===== src/rtl/decode_ctrl_pkg.sv =====
// Shared constants and types for the RV32I decode/control slice:
// opcode and funct field values, ALU control codes, operand-select codes,
// the controller state enumeration and the instruction class enumeration.
package decode_ctrl_pkg;

    // Major opcodes handled by this block
    localparam logic [6:0] OP_RTYPE  = 7'b0110011;
    localparam logic [6:0] OP_LOAD   = 7'b0000011;
    localparam logic [6:0] OP_STORE  = 7'b0100011;
    localparam logic [6:0] OP_BRANCH = 7'b1100011;

    // funct3 values
    localparam logic [2:0] F3_ADD_SUB = 3'b000;
    localparam logic [2:0] F3_OR      = 3'b110;
    localparam logic [2:0] F3_AND     = 3'b111;
    localparam logic [2:0] F3_WORD    = 3'b010;
    localparam logic [2:0] F3_BEQ     = 3'b000;

    // funct7 values
    localparam logic [6:0] F7_BASE = 7'b0000000;
    localparam logic [6:0] F7_ALT  = 7'b0100000;

    // ALU control codes
    localparam logic [3:0] ALU_AND = 4'b0000;
    localparam logic [3:0] ALU_OR  = 4'b0001;
    localparam logic [3:0] ALU_ADD = 4'b0010;
    localparam logic [3:0] ALU_SUB = 4'b0110;

    // Second-operand select
    localparam logic [1:0] MUX_RV2 = 2'd0;
    localparam logic [1:0] MUX_IMM = 2'd1;

    typedef enum logic [2:0] {
        ST_IDLE = 3'd0,
        ST_READ = 3'd1,
        ST_EXEC = 3'd2,
        ST_MEM  = 3'd3,
        ST_WB   = 3'd4
    } state_t;

    typedef enum logic [2:0] {
        CLS_NONE   = 3'd0,
        CLS_RTYPE  = 3'd1,
        CLS_LOAD   = 3'd2,
        CLS_STORE  = 3'd3,
        CLS_BRANCH = 3'd4
    } instr_class_t;

endpackage


===== src/rtl/decode_ctrl_if.sv =====
// Instruction handshake plus register-file, ALU and data-memory side signals
// of the decode/control block. master = upstream/environment, slave = block.
interface decode_ctrl_if;
    logic        instr_valid;
    logic [31:0] instr;
    logic        instr_ready;
    logic [4:0]  rs1;
    logic [4:0]  rs2;
    logic [4:0]  rd;
    logic [3:0]  control;
    logic [1:0]  mux;
    logic        regWrite;
    logic [31:0] data;
    logic [31:0] alu_result;
    logic [31:0] mem_rdata;
    logic        mem_read;
    logic        mem_write;
    logic        done;
    logic        illegal;
    logic        branch_taken;

    modport master (
        output instr_valid, instr, alu_result, mem_rdata,
        input  instr_ready, rs1, rs2, rd, control, mux, regWrite, data,
               mem_read, mem_write, done, illegal, branch_taken
    );

    modport slave (
        input  instr_valid, instr, alu_result, mem_rdata,
        output instr_ready, rs1, rs2, rd, control, mux, regWrite, data,
               mem_read, mem_write, done, illegal, branch_taken
    );
endinterface


===== src/rtl/decode_ctrl_instr_decode.sv =====
// Purely combinational RV32I subset decoder: register indices, ALU control,
// operand select, instruction class and a legal flag for one instruction word.
module instr_decode
    import decode_ctrl_pkg::*;
(
    input  logic [31:0]  instr,
    output logic [4:0]   rs1,
    output logic [4:0]   rs2,
    output logic [4:0]   rd,
    output logic [3:0]   control,
    output logic [1:0]   mux,
    output instr_class_t instr_class,
    output logic         legal
);

    logic [6:0] opcode_s;
    logic [2:0] funct3_s;
    logic [6:0] funct7_s;

    assign opcode_s = instr[6:0];
    assign funct3_s = instr[14:12];
    assign funct7_s = instr[31:25];
    assign rs1      = instr[19:15];
    assign rs2      = instr[24:20];
    assign rd       = instr[11:7];

    // Classify the opcode/funct combination; anything unmatched stays illegal
    always_comb begin
        control     = ALU_AND;
        mux         = MUX_RV2;
        instr_class = CLS_NONE;
        legal       = 1'b0;
        case (opcode_s)
            OP_RTYPE: begin
                if (funct3_s == F3_ADD_SUB && funct7_s == F7_BASE) begin
                    control     = ALU_ADD;
                    instr_class = CLS_RTYPE;
                    legal       = 1'b1;
                end else if (funct3_s == F3_ADD_SUB && funct7_s == F7_ALT) begin
                    control     = ALU_SUB;
                    instr_class = CLS_RTYPE;
                    legal       = 1'b1;
                end else if (funct3_s == F3_OR && funct7_s == F7_BASE) begin
                    control     = ALU_OR;
                    instr_class = CLS_RTYPE;
                    legal       = 1'b1;
                end else if (funct3_s == F3_AND && funct7_s == F7_BASE) begin
                    control     = ALU_AND;
                    instr_class = CLS_RTYPE;
                    legal       = 1'b1;
                end else begin
                    legal = 1'b0;
                end
            end
            OP_LOAD: begin
                if (funct3_s == F3_WORD) begin
                    control     = ALU_ADD;
                    mux         = MUX_IMM;
                    instr_class = CLS_LOAD;
                    legal       = 1'b1;
                end else begin
                    legal = 1'b0;
                end
            end
            OP_STORE: begin
                if (funct3_s == F3_WORD) begin
                    control     = ALU_ADD;
                    mux         = MUX_IMM;
                    instr_class = CLS_STORE;
                    legal       = 1'b1;
                end else begin
                    legal = 1'b0;
                end
            end
            OP_BRANCH: begin
                if (funct3_s == F3_BEQ) begin
                    control     = ALU_SUB;
                    instr_class = CLS_BRANCH;
                    legal       = 1'b1;
                end else begin
                    legal = 1'b0;
                end
            end
            default: begin
                legal = 1'b0;
            end
        endcase
    end

endmodule


===== src/rtl/decode_ctrl.sv =====
// Multi-cycle decode/control FSM: accepts one instruction at a time in IDLE,
// walks READ -> EXEC -> (MEM x MEM_WAIT) -> WB, and drives register-file and
// data-memory strobes. All outputs are registered, so each strobe appears the
// cycle after the state that produces it.
module decode_ctrl
    import decode_ctrl_pkg::*;
#(
    parameter int unsigned MEM_WAIT = 1
)(
    input  logic         clk,
    input  logic         reset,
    decode_ctrl_if.slave bus
);

    state_t       state_r;
    state_t       next_state_s;

    logic [4:0]   dec_rs1_s;
    logic [4:0]   dec_rs2_s;
    logic [4:0]   dec_rd_s;
    logic [3:0]   dec_control_s;
    logic [1:0]   dec_mux_s;
    instr_class_t dec_class_s;
    logic         dec_legal_s;

    logic         accept_s;
    logic         mem_last_s;
    logic         is_mem_op_s;

    logic         instr_ready_r;
    logic [4:0]   rs1_r;
    logic [4:0]   rs2_r;
    logic [4:0]   rd_r;
    logic [3:0]   control_r;
    logic [1:0]   mux_r;
    instr_class_t class_r;
    logic [3:0]   mem_cnt_r;
    logic [31:0]  mem_data_r;
    logic         regwrite_r;
    logic [31:0]  data_r;
    logic         mem_read_r;
    logic         mem_write_r;
    logic         done_r;
    logic         illegal_r;
    logic         branch_taken_r;

    instr_decode u_decode (
        .instr       (bus.instr),
        .rs1         (dec_rs1_s),
        .rs2         (dec_rs2_s),
        .rd          (dec_rd_s),
        .control     (dec_control_s),
        .mux         (dec_mux_s),
        .instr_class (dec_class_s),
        .legal       (dec_legal_s)
    );

    assign accept_s    = bus.instr_valid && instr_ready_r;
    assign mem_last_s  = (mem_cnt_r == 4'(MEM_WAIT - 1));
    assign is_mem_op_s = (class_r == CLS_LOAD) || (class_r == CLS_STORE);

    // Next-state selection; illegal words are consumed without leaving IDLE
    always_comb begin
        next_state_s = state_r;
        case (state_r)
            ST_IDLE: begin
                if (accept_s && dec_legal_s) begin
                    next_state_s = ST_READ;
                end else begin
                    next_state_s = ST_IDLE;
                end
            end
            ST_READ: next_state_s = ST_EXEC;
            ST_EXEC: begin
                if (is_mem_op_s) begin
                    next_state_s = ST_MEM;
                end else begin
                    next_state_s = ST_WB;
                end
            end
            ST_MEM: begin
                if (mem_last_s) begin
                    next_state_s = ST_WB;
                end else begin
                    next_state_s = ST_MEM;
                end
            end
            ST_WB:   next_state_s = ST_IDLE;
            default: next_state_s = ST_IDLE;
        endcase
    end

    // State register; ready is a registered copy of "next state is IDLE"
    always_ff @(posedge clk) begin
        if (reset) begin
            state_r       <= ST_IDLE;
            instr_ready_r <= 1'b1;
        end else begin
            state_r       <= next_state_s;
            instr_ready_r <= (next_state_s == ST_IDLE);
        end
    end

    // Capture decoded fields on acceptance and hold them until the next one
    always_ff @(posedge clk) begin
        if (reset) begin
            rs1_r     <= 5'd0;
            rs2_r     <= 5'd0;
            rd_r      <= 5'd0;
            control_r <= 4'd0;
            mux_r     <= 2'd0;
            class_r   <= CLS_NONE;
        end else if (accept_s) begin
            rs1_r     <= dec_rs1_s;
            rs2_r     <= dec_rs2_s;
            rd_r      <= dec_rd_s;
            control_r <= dec_control_s;
            mux_r     <= dec_mux_s;
            class_r   <= dec_class_s;
        end
    end

    // MEM dwell counter; load data is sampled on the final MEM cycle
    always_ff @(posedge clk) begin
        if (reset) begin
            mem_cnt_r  <= 4'd0;
            mem_data_r <= 32'd0;
        end else if (state_r == ST_MEM) begin
            mem_cnt_r <= mem_cnt_r + 4'd1;
            if (mem_last_s) begin
                mem_data_r <= bus.mem_rdata;
            end
        end else begin
            mem_cnt_r <= 4'd0;
        end
    end

    // Registered strobes and write-back data derived from the current state
    always_ff @(posedge clk) begin
        if (reset) begin
            regwrite_r     <= 1'b0;
            data_r         <= 32'd0;
            mem_read_r     <= 1'b0;
            mem_write_r    <= 1'b0;
            done_r         <= 1'b0;
            illegal_r      <= 1'b0;
            branch_taken_r <= 1'b0;
        end else begin
            regwrite_r     <= 1'b0;
            mem_read_r     <= 1'b0;
            mem_write_r    <= 1'b0;
            done_r         <= 1'b0;
            illegal_r      <= 1'b0;
            branch_taken_r <= 1'b0;
            case (state_r)
                ST_IDLE: begin
                    if (accept_s && !dec_legal_s) begin
                        illegal_r <= 1'b1;
                        done_r    <= 1'b1;
                    end
                end
                ST_MEM: begin
                    mem_read_r  <= (class_r == CLS_LOAD);
                    mem_write_r <= (class_r == CLS_STORE);
                end
                ST_WB: begin
                    done_r         <= 1'b1;
                    branch_taken_r <= (class_r == CLS_BRANCH) && (bus.alu_result == 32'd0);
                    if (((class_r == CLS_RTYPE) || (class_r == CLS_LOAD)) && (rd_r != 5'd0)) begin
                        regwrite_r <= 1'b1;
                        data_r     <= (class_r == CLS_LOAD) ? mem_data_r : bus.alu_result;
                    end
                end
                default: begin
                    regwrite_r <= 1'b0;
                end
            endcase
        end
    end

    assign bus.instr_ready  = instr_ready_r;
    assign bus.rs1          = rs1_r;
    assign bus.rs2          = rs2_r;
    assign bus.rd           = rd_r;
    assign bus.control      = control_r;
    assign bus.mux          = mux_r;
    assign bus.regWrite     = regwrite_r;
    assign bus.data         = data_r;
    assign bus.mem_read     = mem_read_r;
    assign bus.mem_write    = mem_write_r;
    assign bus.done         = done_r;
    assign bus.illegal      = illegal_r;
    assign bus.branch_taken = branch_taken_r;

endmodule


===== src/flat_wrapper.sv =====
// flat-port wrapper written by rule: the top's interface ports become plain ports
module decode_ctrl_flat import decode_ctrl_pkg::*;
#(
    parameter int unsigned MEM_WAIT = 1
)
  (clk, reset, bus_instr_valid, bus_instr, bus_alu_result, bus_mem_rdata, bus_instr_ready, bus_rs1, bus_rs2, bus_rd, bus_control, bus_mux, bus_regWrite, bus_data, bus_mem_read, bus_mem_write, bus_done, bus_illegal, bus_branch_taken);
  decode_ctrl_if bus_i ();
  input  logic clk;
  input  logic reset;
  input wire logic [$bits(bus_i.instr_valid)-1:0] bus_instr_valid;
  input wire logic [$bits(bus_i.instr)-1:0] bus_instr;
  input wire logic [$bits(bus_i.alu_result)-1:0] bus_alu_result;
  input wire logic [$bits(bus_i.mem_rdata)-1:0] bus_mem_rdata;
  output wire logic [$bits(bus_i.instr_ready)-1:0] bus_instr_ready;
  output wire logic [$bits(bus_i.rs1)-1:0] bus_rs1;
  output wire logic [$bits(bus_i.rs2)-1:0] bus_rs2;
  output wire logic [$bits(bus_i.rd)-1:0] bus_rd;
  output wire logic [$bits(bus_i.control)-1:0] bus_control;
  output wire logic [$bits(bus_i.mux)-1:0] bus_mux;
  output wire logic [$bits(bus_i.regWrite)-1:0] bus_regWrite;
  output wire logic [$bits(bus_i.data)-1:0] bus_data;
  output wire logic [$bits(bus_i.mem_read)-1:0] bus_mem_read;
  output wire logic [$bits(bus_i.mem_write)-1:0] bus_mem_write;
  output wire logic [$bits(bus_i.done)-1:0] bus_done;
  output wire logic [$bits(bus_i.illegal)-1:0] bus_illegal;
  output wire logic [$bits(bus_i.branch_taken)-1:0] bus_branch_taken;
  assign bus_i.instr_valid = bus_instr_valid;
  assign bus_i.instr = bus_instr;
  assign bus_i.alu_result = bus_alu_result;
  assign bus_i.mem_rdata = bus_mem_rdata;
  assign bus_instr_ready = bus_i.instr_ready;
  assign bus_rs1 = bus_i.rs1;
  assign bus_rs2 = bus_i.rs2;
  assign bus_rd = bus_i.rd;
  assign bus_control = bus_i.control;
  assign bus_mux = bus_i.mux;
  assign bus_regWrite = bus_i.regWrite;
  assign bus_data = bus_i.data;
  assign bus_mem_read = bus_i.mem_read;
  assign bus_mem_write = bus_i.mem_write;
  assign bus_done = bus_i.done;
  assign bus_illegal = bus_i.illegal;
  assign bus_branch_taken = bus_i.branch_taken;
  decode_ctrl #(.MEM_WAIT(MEM_WAIT)) u_core (.clk(clk), .reset(reset), .bus(bus_i));
endmodule

===== config.mk =====
export PLATFORM = sky130hd
export DESIGN_NAME = decode_ctrl_flat
export DESIGN_NICKNAME = d
export VERILOG_FILES = /design/src/rtl/decode_ctrl_pkg.sv /design/src/rtl/decode_ctrl_if.sv /design/src/rtl/decode_ctrl_instr_decode.sv /design/src/rtl/decode_ctrl.sv /design/src/flat_wrapper.sv
export SDC_FILE = /design/constraint.sdc
export NUM_CORES = 1
export LEC_CHECK = 0
export CAP_MARGIN = 0
export CORE_MARGIN = 2
export CORE_UTILIZATION = 24
export CTS_BUF_LIST = sky130_fd_sc_hd__clkbuf_8 sky130_fd_sc_hd__clkbuf_16
export DETAILED_ROUTE_END_ITERATION = 6
export GPL_ROUTABILITY_DRIVEN = 0
export SYNTH_ARGS = -nofsm -noshare
export SYNTH_HDL_FRONTEND = slang
export SYNTH_SLANG_ARGS = --single-unit

===== constraint.sdc =====
create_clock -name clk -period 2.1 [get_ports clk]
set_input_delay 0.315 -clock clk [delete_from_list [all_inputs] [get_ports clk]]
set_output_delay 0.315 -clock clk [all_outputs]
set_load 0.05 [all_outputs]

==> flow_summary.ini, run 1 <==
[outcome]
status = complete, no violations

[logic_synthesis]
synth.distinct_cells = 42
synthesis.area_um2 = 4170
synthTopCellsByArea = dfxtp_1 48%, nand2_1 9.4%, mux2i_1 7.9%
synth-seq-cells = 100
ys_warn_count = 0
postSynthAreaPerCell_um2 = 8.761
synth_top_area_share_pct = 48.00
yosysSeqAreaShare_pct = 48.00
yosysTopAreaCell = dfxtp_1
syn_inst = 476

[power]
switching_share_pct = 23.89
ir_worst_vdd_mv = 0.3761
p_leak_nw = 2.040
p_sw_mw = 0.9746
p_total_mw = 4.080
p_clk_share_pct = 42.3
p_comb_share_pct = 10.6
p_seq_share_pct = 47.1
power.density_nw_per_um2 = 645.0
p_int_mw = 3.105

[critical_path]
crit_chain = or3b_1 > a2111oi_4 > clkbuf_16 > nor2_1 > a211oi_1
crit_type = flip-flop to flip-flop
worstPathMaxFanout = 33
slowest_delay_ps = 440
cp.arrival_ps = 2160
startpoint_type = flip-flop
path_buf_inv = 1
critPathCaptureType = flip-flop
required_ps = 2360
cpLargestDelayFamily = compound AO/OA/AOI/OAI gates
crit_slowest_cell = or3b_1

[place]
hpwl_um = 9115
place_worst_setup_slack_ps = 79.78
dp.cells = 836
port-buffer-count = 156
placed_cell_area_um2 = 6001

[finish]
nets = 724
syn2layout_area_growth_pct = 51.67
utilization_pct = 36.95
insertedDiodeCount = 0
final_cells = 853
layout-drive-gt1-share_pct = 8.280
stdcell_area_um2 = 6325

[timing]
slew_violations = 0
clock.fmax_ghz = 0.5237
worst_slack_ps = 190.6
tightest_slew_ps = 619.1
setup_violations = 0
timing.final.crit_share_pct = 90.93
rsz0062_at_grt = no
max_slew_margin_pct = 58.73
hold_violations = 0
fin_worst_skew_ps = 9.464
hold-worst-slack_ps = 421.6
min_period_ps = 1909
finalSetupTns_ps = 0

[drt]
wl_met1_um = 5742
vias = 3918
ant_nets = 0
drtIter0Drc = 162
drc = 0
wl_um = 13100
vias_per_cell = 4.593
topRoutingLayerUsed = met4
wl_per_cell_um = 15.35
firstDrtPassIters = 4
dr_wl_met2_um = 6441
routed-wl-met3_um = 667

[die]
die_w_um = 135.8
die_h_um = 135.8
core_um2 = 17120
row_count = 48
io_pins = 159
dieArea_um2 = 18450
initial_core_util_pct = 24.36

[grt]
grt_util_all_layers_pct = 14.04
antenna_found_initial = 0
grt_pass1_vias = 3989
overflow = 0
grt_pass1_wl_um = 20090
grt_max_degree = 66

[clock_tree]
clk_latency_ps = 350
cts_root_buf = clkbuf_16
cts_made_buffers = 9
cts_tree = built
path_clk_slew_ps = 70
cts_buffer_depth = 2
htreeDepth = 3
clock_sinks = 100
cts_setup_buffers = 0

[job]
drv_cap = 0

[worst_hold_path]
hp-class = primary input to flip-flop
==> area by class of cell <==
class                   count  area, um^2
flip-flops and latches    100        2002
multi-input cells         334        1989
clock inverters             6       68.82
clock buffers              10       239.0
repair buffers            171        1718
fillers                  1744       10790
well taps                 225       281.5
inverters                   7       26.28
==> logic make-up (layout without fill, tap and decap cells) <==
family | Yosys count | count (layout) | share of synthesized area (%)
and+or+nand+nor | 196 | 196 | 21.24
DFF | 100 | 100 | 48.00
AOI/OAI and AO/OA | 97 | 97 | 16.47
buffers and inverters | 43 | 194 | 4.801
muxes | 33 | 33 | 7.921
adders and majority gates | 3 | 3 | 0.8400
xor gates and xnor gates | 3 | 3 | 0.6302
other | 1 | 2 | 0.08992
==> path summary, 6_finish.rpt <==
kind,start,end,slack (ps),depth (start not counted)
worst max-delay path,u_core.state_r[0],u_core.bus.data[6],190,5
worst min-delay path,reset,u_core.class_r[2],420,2
worst min register to register,u_core.mem_data_r[17],u_core.mem_data_r[17],460,2
worst max register to register,u_core.state_r[0],u_core.bus.data[6],190,5
==> repair_timing <==
item / 4_1_cts / 5_1_grt
gates resized for setup: 0 / 1
hold buffers: 0 / 0
setup endpoints to repair: 0 / 1
==> power by group through the flow <==
| stage | registers [mW] | logic, mW | clock network, mW |
|---|---|---|---|
| after floorplan | 2.03 | 0.105 | 0 |
| after global placement | 1.97 | 0.432 | 0 |
| after detailed placement | 1.97 | 0.434 | 0 |
| after CTS | 1.92 | 0.437 | 1.78 |
| after global routing | 1.92 | 0.461 | 1.87 |
| final | 1.92 | 0.433 | 1.72 |
==> cells in the mapped netlist, drive strengths merged <==
master	instances
or3	2
nor2	42
nand2	104
and4b	3
ha	2
and2	2
nand4	5
a32o	1
xor2	1
and4bb	1
mux2i	33
clkbuf	22
nor4b	3
a211oi	32
a21oi	54
nor2b	2
nand4b	3
a41o	1
or3b	2
o211ai	2
nor4	11
a31oi	3
and3	1
o22ai	1
conb	1
nor3	8
inv	7
o221ai	1
nor3b	1
o31ai	1
dfxtp	100
nand3	5
nand2b	1
a2111oi	1
maj3	1
buf	14
xnor2	2
==> worst reg2reg max path, stage by stage, from the launching register on <==
cell and delay [ps]:
dfxtp_1 360, or3b_1 440, a2111oi_4 380, clkbuf_16 320, nor2_1 80, a211oi_1 240
==> flip-flops by register name (all words and copies together) (netlist names) <==
register	count
u_core.bus.mem_read	1
u_core.mem_data_r	32
u_core.bus.rs1	5
u_core.bus.mux	1
u_core.mem_cnt_r	4
u_core.class_r	3
u_core.bus.done	1
u_core.bus.illegal	1
u_core.bus.rs2	5
u_core.bus.rd	5
u_core.bus.mem_write	1
u_core.bus.regWrite	1
u_core.bus.data	32
u_core.bus.control	3
u_core.bus.branch_taken	1
u_core.state_r	3
u_core.bus.instr_ready	1
==> placed cells by master, fill, tap and decap left out, drive strengths merged, types with 2 or more instances in the layout <==
| cell type | Yosys | routed |
|---|---|---|
| clkdlybuf4s50 | 0 | 155 |
| nand2 | 104 | 104 |
| dfxtp | 100 | 100 |
| a21oi | 54 | 54 |
| nor2 | 42 | 42 |
| mux2i | 33 | 33 |
| a211oi | 32 | 32 |
| buf | 14 | 15 |
| nor4 | 11 | 11 |
| clkbuf | 22 | 11 |
| inv | 7 | 10 |
| nor3 | 8 | 8 |
| nand4 | 5 | 5 |
| nand3 | 5 | 5 |
| and4b | 3 | 3 |
| nand4b | 3 | 3 |
| nor4b | 3 | 3 |
| a31oi | 3 | 3 |
| and2 | 2 | 2 |
| o211ai | 2 | 2 |
| xnor2 | 2 | 2 |
| nor2b | 2 | 2 |
| or3 | 2 | 2 |
| or3b | 2 | 2 |
| ha | 2 | 2 |
| conb | 1 | 2 |
==> per-layer routing <==
metal / up-vias / track usage, %
li1: 1951 / -
met1: 1842 / 17.05
met2: 109 / 24.02
met3: 16 / 3.430
met4: 0 / 5.266
met5: - / 0
(Power assumes the default switching activity.)
==> inputs of run 2 (changes only) <==
clock period = 2.4 ns   (was 2.1 ns; I/O delays follow)
==> flow_summary.ini, run 2 (synthesis results as in run 1) <==
[outcome]
status = complete, no violations

[clock_tree]
clock_sinks = 100
cts_tree = built
htreeDepth = 3
path_clk_slew_ps = 70
cts_buffer_depth = 2
hold_buffers = 0
postCtsResizedCells = 0
clk_latency_ps = 340
cts_setup_buffers = 0
cts_root_buf = clkbuf_16
cts_made_buffers = 9

[grt]
grt_max_degree = 66
grt_util_all_layers_pct = 13.78
overflow = 0
antenna_found_initial = 0
grt_pass1_wl_um = 19800
grt_pass1_vias = 3915

[critical_path]
reg2reg_to = u_core.bus.data[4]
path_buf_inv = 1
r2r_start = u_core.state_r[0]
worstPathMaxFanout = 65
startpoint_type = flip-flop
crit_type = flip-flop to flip-flop
cpLargestDelayFamily = compound AO/OA/AOI/OAI gates
cp.arrival_ps = 2220
r2r_slack_ps = 430
required_ps = 2650
critPathCaptureType = flip-flop
crit_slowest_cell = or3b_1
r2r_cells = 5
slowest_delay_ps = 460
crit_chain = or3b_1 > a2111oi_4 > buf_12 > nor2_1 > a211oi_1

[place]
port-buffer-count = 156
hpwl_um = 8972
dp.cells = 834

[worst_hold_path]
min_to = u_core.mem_data_r[4]
hp-class = flip-flop to flip-flop
whs_path_depth = 2
min_from = u_core.mem_data_r[4]

[power]
p_leak_nw = 2.025
ir_worst_vdd_mv = 0.3117
power.density_nw_per_um2 = 581.0

[die]
die_w_um = 135.8
row_count = 48
initial_core_util_pct = 24.36
io_pins = 159
core_um2 = 17120
dieArea_um2 = 18450
die_h_um = 135.8

[drt]
ant_nets = 0
drc = 0
drtIter0Drc = 160
vias = 3945
wl_per_cell_um = 14.97
vias_per_cell = 4.647
firstDrtPassIters = 4
wl_um = 12710

[timing]
slew_violations = 0
timing.final.crit_share_pct = 82.02
finalSetupTns_ps = 0
clock.fmax_ghz = 0.5080
min_period_ps = 1968
max_slew_margin_pct = 57.04
hold_violations = 0
rsz0062_at_grt = no
setup_violations = 0
fin_worst_skew_ps = 7.847
tightest_slew_ps = 638.6

[job]
drv_cap = 0

[finish]
layout-drive-gt1-share_pct = 7.692
final_cells = 849
nets = 721
layout_commonest_cell = clkdlybuf4s50_1
n_fill_cell = 1716
final_cell_mix = 155 x clkdlybuf4s50_1, 104 x nand2_1, 100 x dfxtp_1
multi_input_area_um2 = 1989
insertedDiodeCount = 0
final-seq-area_um2 = 2002
syn2layout_area_growth_pct = 51.04
==> run 2: cell count changes in the layout (fill, tap and decap cells not counted) <==
cell       previous run  this run
bufinv_16             1         2
inv_6                 3         0
buf_6                 1         0
buf_4                12        11
clkbuf_8              1         2
clkbuf_16            10         9
==> run 2: worst max path at each step <==
stage	start	to	slack, ps	depth (start not counted)
global route	u_core.state_r[0]	u_core.bus.data[4]	310	5
detailed placement	bus_instr[6]	u_core.bus.control[0]	360	6
finish	u_core.state_r[0]	u_core.bus.data[4]	430	5
CTS	u_core.state_r[0]	u_core.bus.data[4]	410	5
global placement	bus_instr[6]	u_core.bus.control[0]	380	6
floorplan	u_core.state_r[1]	u_core.bus.data[14]	570	7
==> run 2: power breakdown <==
part	leakage, nW	total (mW)	internal, mW	switching (mW)
logic	1.06	0.381	0.197	0.184
registers	0.809	1.68	1.67	0.00837
clock network	0.158	1.60	0.964	0.633
==> run 2: layout make-up <==
class                           count  share of cell area [%]
Clock buffer                       11                   4.013
Clock inverter                      4                   1.152
Inverter                            7                  0.4172
Multi-Input combinational cell    334                   31.59
Sequential cell                   100                   31.78
Tap cell                          225                   4.470
Timing Repair Buffer              168                   26.58
==> run 2: tightest hold or removal path: cells and delay by family (launching register included) <==
family / cells / cell delay (ps)
AOI/OAI and AO/OA: 1 / 50
and+or+nand+nor: 1 / 50
DFF: 1 / 310
==> run 2: metrics by stage <==
| stage | utilization [%] | power, mW | area, um^2 | worst slack (ps) | hold slack, ps |
|---|---|---|---|---|---|
| CTS | 36.80 | 3.706 | 6299 | 409.6 | 456.2 |
| global route | 36.80 | 3.812 | 6299 | 311.2 | 472.8 |
| detailed placement | 34.90 | 2.103 | 5973 | 357.6 | 446.3 |
| floorplan | - | 1.866 | 4174 | 569.1 | 429.7 |
| global placement | 34.90 | 2.097 | 5973 | 382.3 | 439.5 |
| finish | 36.80 | 3.660 | 6299 | 431.6 | 454.4 |
==> run 2: per-layer routing <==
metal / vias to the layer above / wire length (um) / track usage (%)
met5: - / 0 / 0
li1: 1940 / - / -
met3: 20 / 817 / 3.430
met4: 0 / 261 / 5.382
met2: 121 / 6082 / 23.54
met1: 1864 / 5548 / 16.64
